===== src/rtl/ntt_result_reader.sv =====
// Drains the NTT output FIFO after a transform and unpacks each 32-bit word into an even/odd
// coefficient pair written to the result RAM. Optional running checksum: NTT_RDR_CHECKSUM_EN.
module ntt_result_reader #(
  parameter int N_COEF       = 256,
  parameter int DW           = 16,
  parameter int FIFO_LATENCY = 1
) (
  input  logic            clk_i,
  input  logic            rst_i,
  input  logic            start_i,
  input  logic            rd_empty_i,
  input  logic [2*DW-1:0] rd_dat_i,
  output logic            rd_req_o,
  output logic            wr_en_o,
  output logic [7:0]      wr_addr_a_o,
  output logic [7:0]      wr_addr_b_o,
  output logic [DW-1:0]   wr_data_a_o,
  output logic [DW-1:0]   wr_data_b_o,
  output logic            busy_o,
  output logic            done_o
`ifdef NTT_RDR_CHECKSUM_EN
  ,
  output logic [DW-1:0]   checksum_o
`endif
);

  // state  | meaning
  // IDLE   | after reset, waiting for the first start
  // READ   | issuing FIFO reads until N_COEF/2 requests are out
  // DRAIN  | all reads issued, waiting for in-flight data to be written
  // DONE   | every coefficient written; holds until the next start
  typedef enum logic [1:0] {S_IDLE, S_READ, S_DRAIN, S_DONE} state_t;

  localparam logic [7:0] N_WORDS = 8'(N_COEF / 2);

  state_t                  state_q, state_d;
  logic [7:0]              issued_q, issued_d;
  logic [7:0]              written_q, written_d;
  logic [FIFO_LATENCY-1:0] valid_sr_q;
  logic                    wr_en_q;
  logic [DW-1:0]           wr_data_a_q, wr_data_b_q;
  logic                    rd_req;
  logic                    clear_cnt;

  always_comb begin
    state_d   = state_q;
    clear_cnt = 1'b0;
    rd_req    = (state_q == S_READ) && !rd_empty_i && (issued_q < N_WORDS);
    issued_d  = rd_req  ? issued_q + 8'd1  : issued_q;
    written_d = wr_en_q ? written_q + 8'd1 : written_q;
    case (state_q)
      S_IDLE, S_DONE: begin
        if (start_i) begin
          state_d   = S_READ;
          clear_cnt = 1'b1;
          issued_d  = 8'd0;
          written_d = 8'd0;
        end
      end
      S_READ: begin
        if (issued_q == N_WORDS) state_d = S_DRAIN;
      end
      S_DRAIN: begin
        // Look at the post-increment count so done rises right after the last write.
        if (written_d == N_WORDS) state_d = S_DONE;
      end
      default: state_d = S_IDLE;
    endcase
  end

  always_ff @(posedge clk_i or posedge rst_i) begin
    if (rst_i) begin
      state_q     <= S_IDLE;
      issued_q    <= '0;
      written_q   <= '0;
      valid_sr_q  <= '0;
      wr_en_q     <= 1'b0;
      wr_data_a_q <= '0;
      wr_data_b_q <= '0;
    end else begin
      state_q       <= state_d;
      issued_q      <= issued_d;
      written_q     <= written_d;
      valid_sr_q[0] <= rd_req;
      for (int i = 1; i < FIFO_LATENCY; i++) valid_sr_q[i] <= valid_sr_q[i-1];
      wr_en_q <= valid_sr_q[FIFO_LATENCY-1];
      if (valid_sr_q[FIFO_LATENCY-1]) begin
        wr_data_a_q <= rd_dat_i[DW-1:0];
        wr_data_b_q <= rd_dat_i[2*DW-1:DW];
      end
    end
  end

`ifdef NTT_RDR_CHECKSUM_EN
  logic [DW-1:0] checksum_q;

  always_ff @(posedge clk_i or posedge rst_i) begin
    if (rst_i)          checksum_q <= '0;
    else if (clear_cnt) checksum_q <= '0;
    else if (wr_en_q)   checksum_q <= checksum_q + wr_data_a_q + wr_data_b_q;
  end

  assign checksum_o = checksum_q;
`endif

  assign rd_req_o    = rd_req;
  assign wr_en_o     = wr_en_q;
  assign wr_addr_a_o = {written_q[6:0], 1'b0};
  assign wr_addr_b_o = {written_q[6:0], 1'b1};
  assign wr_data_a_o = wr_data_a_q;
  assign wr_data_b_o = wr_data_b_q;
  assign busy_o      = (state_q == S_READ) || (state_q == S_DRAIN);
  assign done_o      = (state_q == S_DONE);

endmodule


===== config.mk =====
export PLATFORM = sky130hd
export DESIGN_NAME = ntt_result_reader
export DESIGN_NICKNAME = d
export VERILOG_FILES = /design/src/rtl/ntt_result_reader.sv
export SDC_FILE = /design/constraint.sdc
export NUM_CORES = 1
export LEC_CHECK = 0
export BUFFER_PORTS_ARGS = -buffer_cell sky130_fd_sc_hd__buf_2
export CORE_MARGIN = 5
export CORE_UTILIZATION = 30
export DETAILED_ROUTE_END_ITERATION = 10
export PLACE_DENSITY = 0.65
export SETUP_SLACK_MARGIN = 0.15
export SLEW_MARGIN = 20
export SYNTH_ARGS = -nofsm -noshare
export SYNTH_HDL_FRONTEND = slang
export SYNTH_SLANG_ARGS = --single-unit
export TNS_END_PERCENT = 1

===== constraint.sdc =====
create_clock -name clk_i -period 3.35 [get_ports clk_i]
set_input_delay 1.005 -clock clk_i [delete_from_list [all_inputs] [get_ports clk_i]]
set_output_delay 1.005 -clock clk_i [all_outputs]
set_load 0.005 [all_outputs]

; After elaboration in Yosys (flattened, before gate mapping)
; Index checks and enable logic that the tools add are counted.
[totals]
out_inout_bits = 52
mem_count = 0
latch_bits = 0
in_bits = 36
word_cells = 35
romBits = 0
ramBits = 0
reg_bits = 52
[classes]
magnitude_cmp = 1
n_bitwise = 0
n_reduce_logical = 7
shift = 0
addsub = 2
n_mux = 10
div = 0
multipliers = 0
eq_ne = 8
[op_table]
columns = cell, count
row1 = $mux W8, 6
row2 = $add A8 B1 Y8 const B, 2
row3 = $eq A8 B8 Y1 const B, 2
row4 = $lt A8 B8 Y1 const B, 1
row5 = $mux W2, 3
row6 = $pmux W2 S3, 1
row7 = $eq A2 B2 Y1 const B, 2
row8 = $ne A2 B2 Y1 const B, 2
row9 = $reduce_and A3 Y1, 1
row10 = $eq A2 B1 Y1 const B, 1
row11 = $logic_and A1 B1 Y1, 2
row12 = $logic_not A2 Y1, 1
row13 = $ne A2 B1 Y1 const B, 1
row14 = $reduce_or A2 Y1, 1
row15 = $logic_not A1 Y1, 1
row16 = $logic_or A1 B1 Y1, 1

; Depth between registers and ports, before layout
[logic_depth]
ltp_word = 6
mapped_depth = 8
depth_no_buf = 7

; Worst setup path after synthesis
; No wires, ideal clock.
[synth_timing]
kind = input to output
start = in rd_empty_i
end = out rd_req_o
arrival_ns = 1.518
path_stages = 3
setup_slack_ns = 0.827
n_path_buf = 1
t_required_ns = 2.345
path_cell_list = nor2b_1 > and2_1 > clkbuf_1
[synth_via]
elab_chain_len = 3
[synth_rtl]
columns = item, line_no
row1 = start: declaration, 11  ; input logic rd_empty_i,
row2 = $logic_not A1 Y1, 48  ; rd_req = (state_q == S_READ) && !rd_empty_i && (issued_q < N_WORDS);
row3 = $logic_and A1 B1 Y1 (2 in series), 48
row4 = end: declaration, 13  ; output logic rd_req_o,
; No other way between the ends.

; Worst setup path in the final report
; Same ends and word-level chain as after synthesis.

==> flow_summary.ini <==
[critical_path]
cp_cell_sequence = buf_2 > nor2b_1 > and2_1 > buf_4 > buf_2
worstPathArrival_ns = 1.66
cp_top_family = buffers and inverters
cp_max_fo = 10
cp-start-kind = input port
rrSetupSlack_ns = 1.26
worstSetupPathType = in -> out
critPathBufInv = 3
cp.depth = 5
end_kind = output pin
reg2reg_depth = 7
r2r-start = issued_q[0]$_DFF_PP0_
cp-startpoint = rd_empty_i
slowest_stage = buf_4
worst_r2r_endpoint = state_q[0]$_DFFE_PP0P_
crit_end = rd_req_o
crit_top_cell = buf_2
cp_slowest_stage_delay_ns = 0.16
critical_path_required_ns = 2.34

[worst_hold_path]
hold_class = reg -> reg

[die]
io_pins = 88
die_x_um = 99.6
die_h_um = 99.6
rows = 32
die_area_sq_um = 9920
core_sq_um = 7770
start_util = 0.310

[final_layout]
area_growth_pct = 22.9
final_cell_mix = 85 x buf_2, 52 x dfrtp_1, 32 x mux2_2, 14 x nor2_1, 9 x xor2_1
final_nets = 310
antenna_cells = 0
final_common_cell = buf_2
drive_above_1_share = 0.496

[placed_design]
io_buffer_count = 85
dp_hpwl_um = 3550
place_congestion = 0.750

[global_route]
antenna_found_initial = 0
gr-total-overflow = 0
grt_pass1_vias = 1691
track_usage = 0.0983
grt_pass1_wl_um = 7960
grt_max_degree = 34

[clock_tree]
cts.sinks = 52
post_cts_buffers = 0
cts_inserted_buffers = 5
ctsResizeCount = 0
cts_tree = yes
h-tree-depth = 2
path_clk_slew_ns = 0.09
insertion_delay_ns = 0.29
cts_buffer_depth = 2
cts-root-buf = clkbuf_8
hold_buffers = 0

[route]
vias_per_cell = 4.42
wl_per_cell_um = 12.7
drc_errors = 0
wirelength_um = 4710
ant_nets = 0
first_iter_violations = 31
num_vias = 1637
dr.pass1.iters = 4

[logic_synthesis]
synthFlopType = dfrtp_1
synth_edf_count = 0
async_reset_ff_frac = 1.00
yosys_warnings = 0
synth-seq-cells = 52
yosysSeqAreaShare = 0.540
syn_area_sq_um = 2410
syn_nets = 239
synth_cells = 196
avgSynthCellArea_sq_um = 12.3
synth_cell_types = 35

[power]
leakagePower_nw = 1.47
powerDensity_nw_per_um2 = 804
ir_drop_mv = 0.383

[timing]
max_freq_ghz = 0.376
fin_crit_ns = 2.66
fin_hold_ws_ns = 0.508
slew_viol_final = 0
fin_skew_ns = 0.00499
final-hold-violation-count = 0
rsz0062_at_grt = no
setup_viol = 0
setup_tns_ns = 0
worst_slew_pin_slew_ns = 0.624
timing.final.crit_share = 0.795
maxSlewHeadroom = 0.584

[job]
cap_violations = 0

[outcome]
outcome = complete, no violations
[Yosys cell counts (2+ instances only)]
cell	instances	area, sq um
dfrtp_1	52	1300
mux2_2	32	360
buf_4	16	120
nor2_1	14	52.6
xor2_1	9	78.8
nand2_1	8	30.0
ha_1	7	87.6
inv_1	7	26.3
nand4_1	6	37.5
a21oi_1	4	20.0
clkbuf_1	4	15.0
buf_1	3	11.3
mux2i_1	3	30.0
nand3_1	3	15.0
xnor2_1	3	26.3
and2_1	2	12.5
conb_1	2	7.51
nor3_1	2	10.0
o21ai_0	2	10.0
or3_1	2	12.5
[worst reg2reg max path, cell delays in order (launching register included)]
cell     delay (ns)
dfrtp_1        0.42
inv_1          0.07
ha_1           0.13
or4b_4         0.47
o41ai_4        0.27
nand3_1        0.13
o32ai_2        0.32
mux2i_1        0.22
[through the flow]
step | instances | cell area, sq um | utilization | power, mW | setup slack [ns]
2_1_floorplan | 196 | 2410 | - | 1.61 | 0.827
4_1_cts | 370 | 2960 | 0.381 | 2.44 | 0.675
3_5_place_dp | 362 | 2830 | 0.365 | 1.96 | 0.687
5_1_grt | 370 | 2960 | 0.381 | 2.58 | 0.538
6_report | 370 | 2960 | 0.381 | 2.38 | 0.688
3_3_place_gp | 362 | 2830 | 0.365 | 1.93 | 0.694
[registers in the layout (all words and copies together), names as in the netlist]
register,flops
wr_data_b_o,16
state_q,2
issued_q,8
wr_en_o,1
valid_sr_q,1
wr_data_a_o,16
written_q,8
[per-layer routing]
| metal | vias to the layer above | track usage | routed length [um] |
|---|---|---|---|
| met5 | - | 0 | 0 |
| met4 | 0 | 0.0221 | 12 |
| met3 | 2 | 0.0386 | 435 |
| met2 | 56 | 0.165 | 2340 |
| met1 | 791 | 0.119 | 1920 |
| li1 | 788 | - | - |
[how the worst min path moves through the flow]
stage                                             to  depth (start not counted)  slack, ns                  startpoint
after CTS                 wr_data_a_o[7]$_DFFE_PP0P_                          1       0.51  wr_data_a_o[7]$_DFFE_PP0P_
after global routing      wr_data_a_o[7]$_DFFE_PP0P_                          1       0.52  wr_data_a_o[7]$_DFFE_PP0P_
after detailed placement  wr_data_a_o[7]$_DFFE_PP0P_                          1       0.49  wr_data_a_o[7]$_DFFE_PP0P_
after floorplan                    wr_en_o$_DFF_PP0_                          0       0.35        valid_sr_q$_DFF_PP0_
after global placement    wr_data_a_o[5]$_DFFE_PP0P_                          1       0.48  wr_data_a_o[5]$_DFFE_PP0P_
final                     wr_data_b_o[3]$_DFFE_PP0P_                          1       0.51  wr_data_b_o[3]$_DFFE_PP0P_
[kinds of logic (layout without fill, tap and decap cells)]
group                      count (synthesis)  after routing  share of synthesized area
DFF                                       52             52                      0.540
and+or+nand+nor                           46             46                      0.101
muxes                                     35             35                      0.162
buffers and inverters                     31            103                     0.0738
xor gates and xnor gates                  12             12                     0.0436
AOI/OAI and AO/OA                         11             11                     0.0400
adders and majority gates                  7              7                     0.0364
other                                      2              2                    0.00312
[power breakdown]
part | internal (mW) | leakage [nW] | switching [mW]
Clock | 0.264 | 0.0645 | 0.195
Combinational | 0.511 | 0.754 | 0.381
Sequential | 0.869 | 0.647 | 0.161
[final cells by class]
type	count	area, sq um
Fill cell	806	4810
Sequential cell	52	1300
Multi-Input combinational cell	113	930
Timing Repair Buffer	88	448
Tap cell	102	128
Clock buffer	7	96.3
Clock inverter	1	30.0
Inverter	7	26.3
Note: power is estimated with default switching activity, not from simulation.
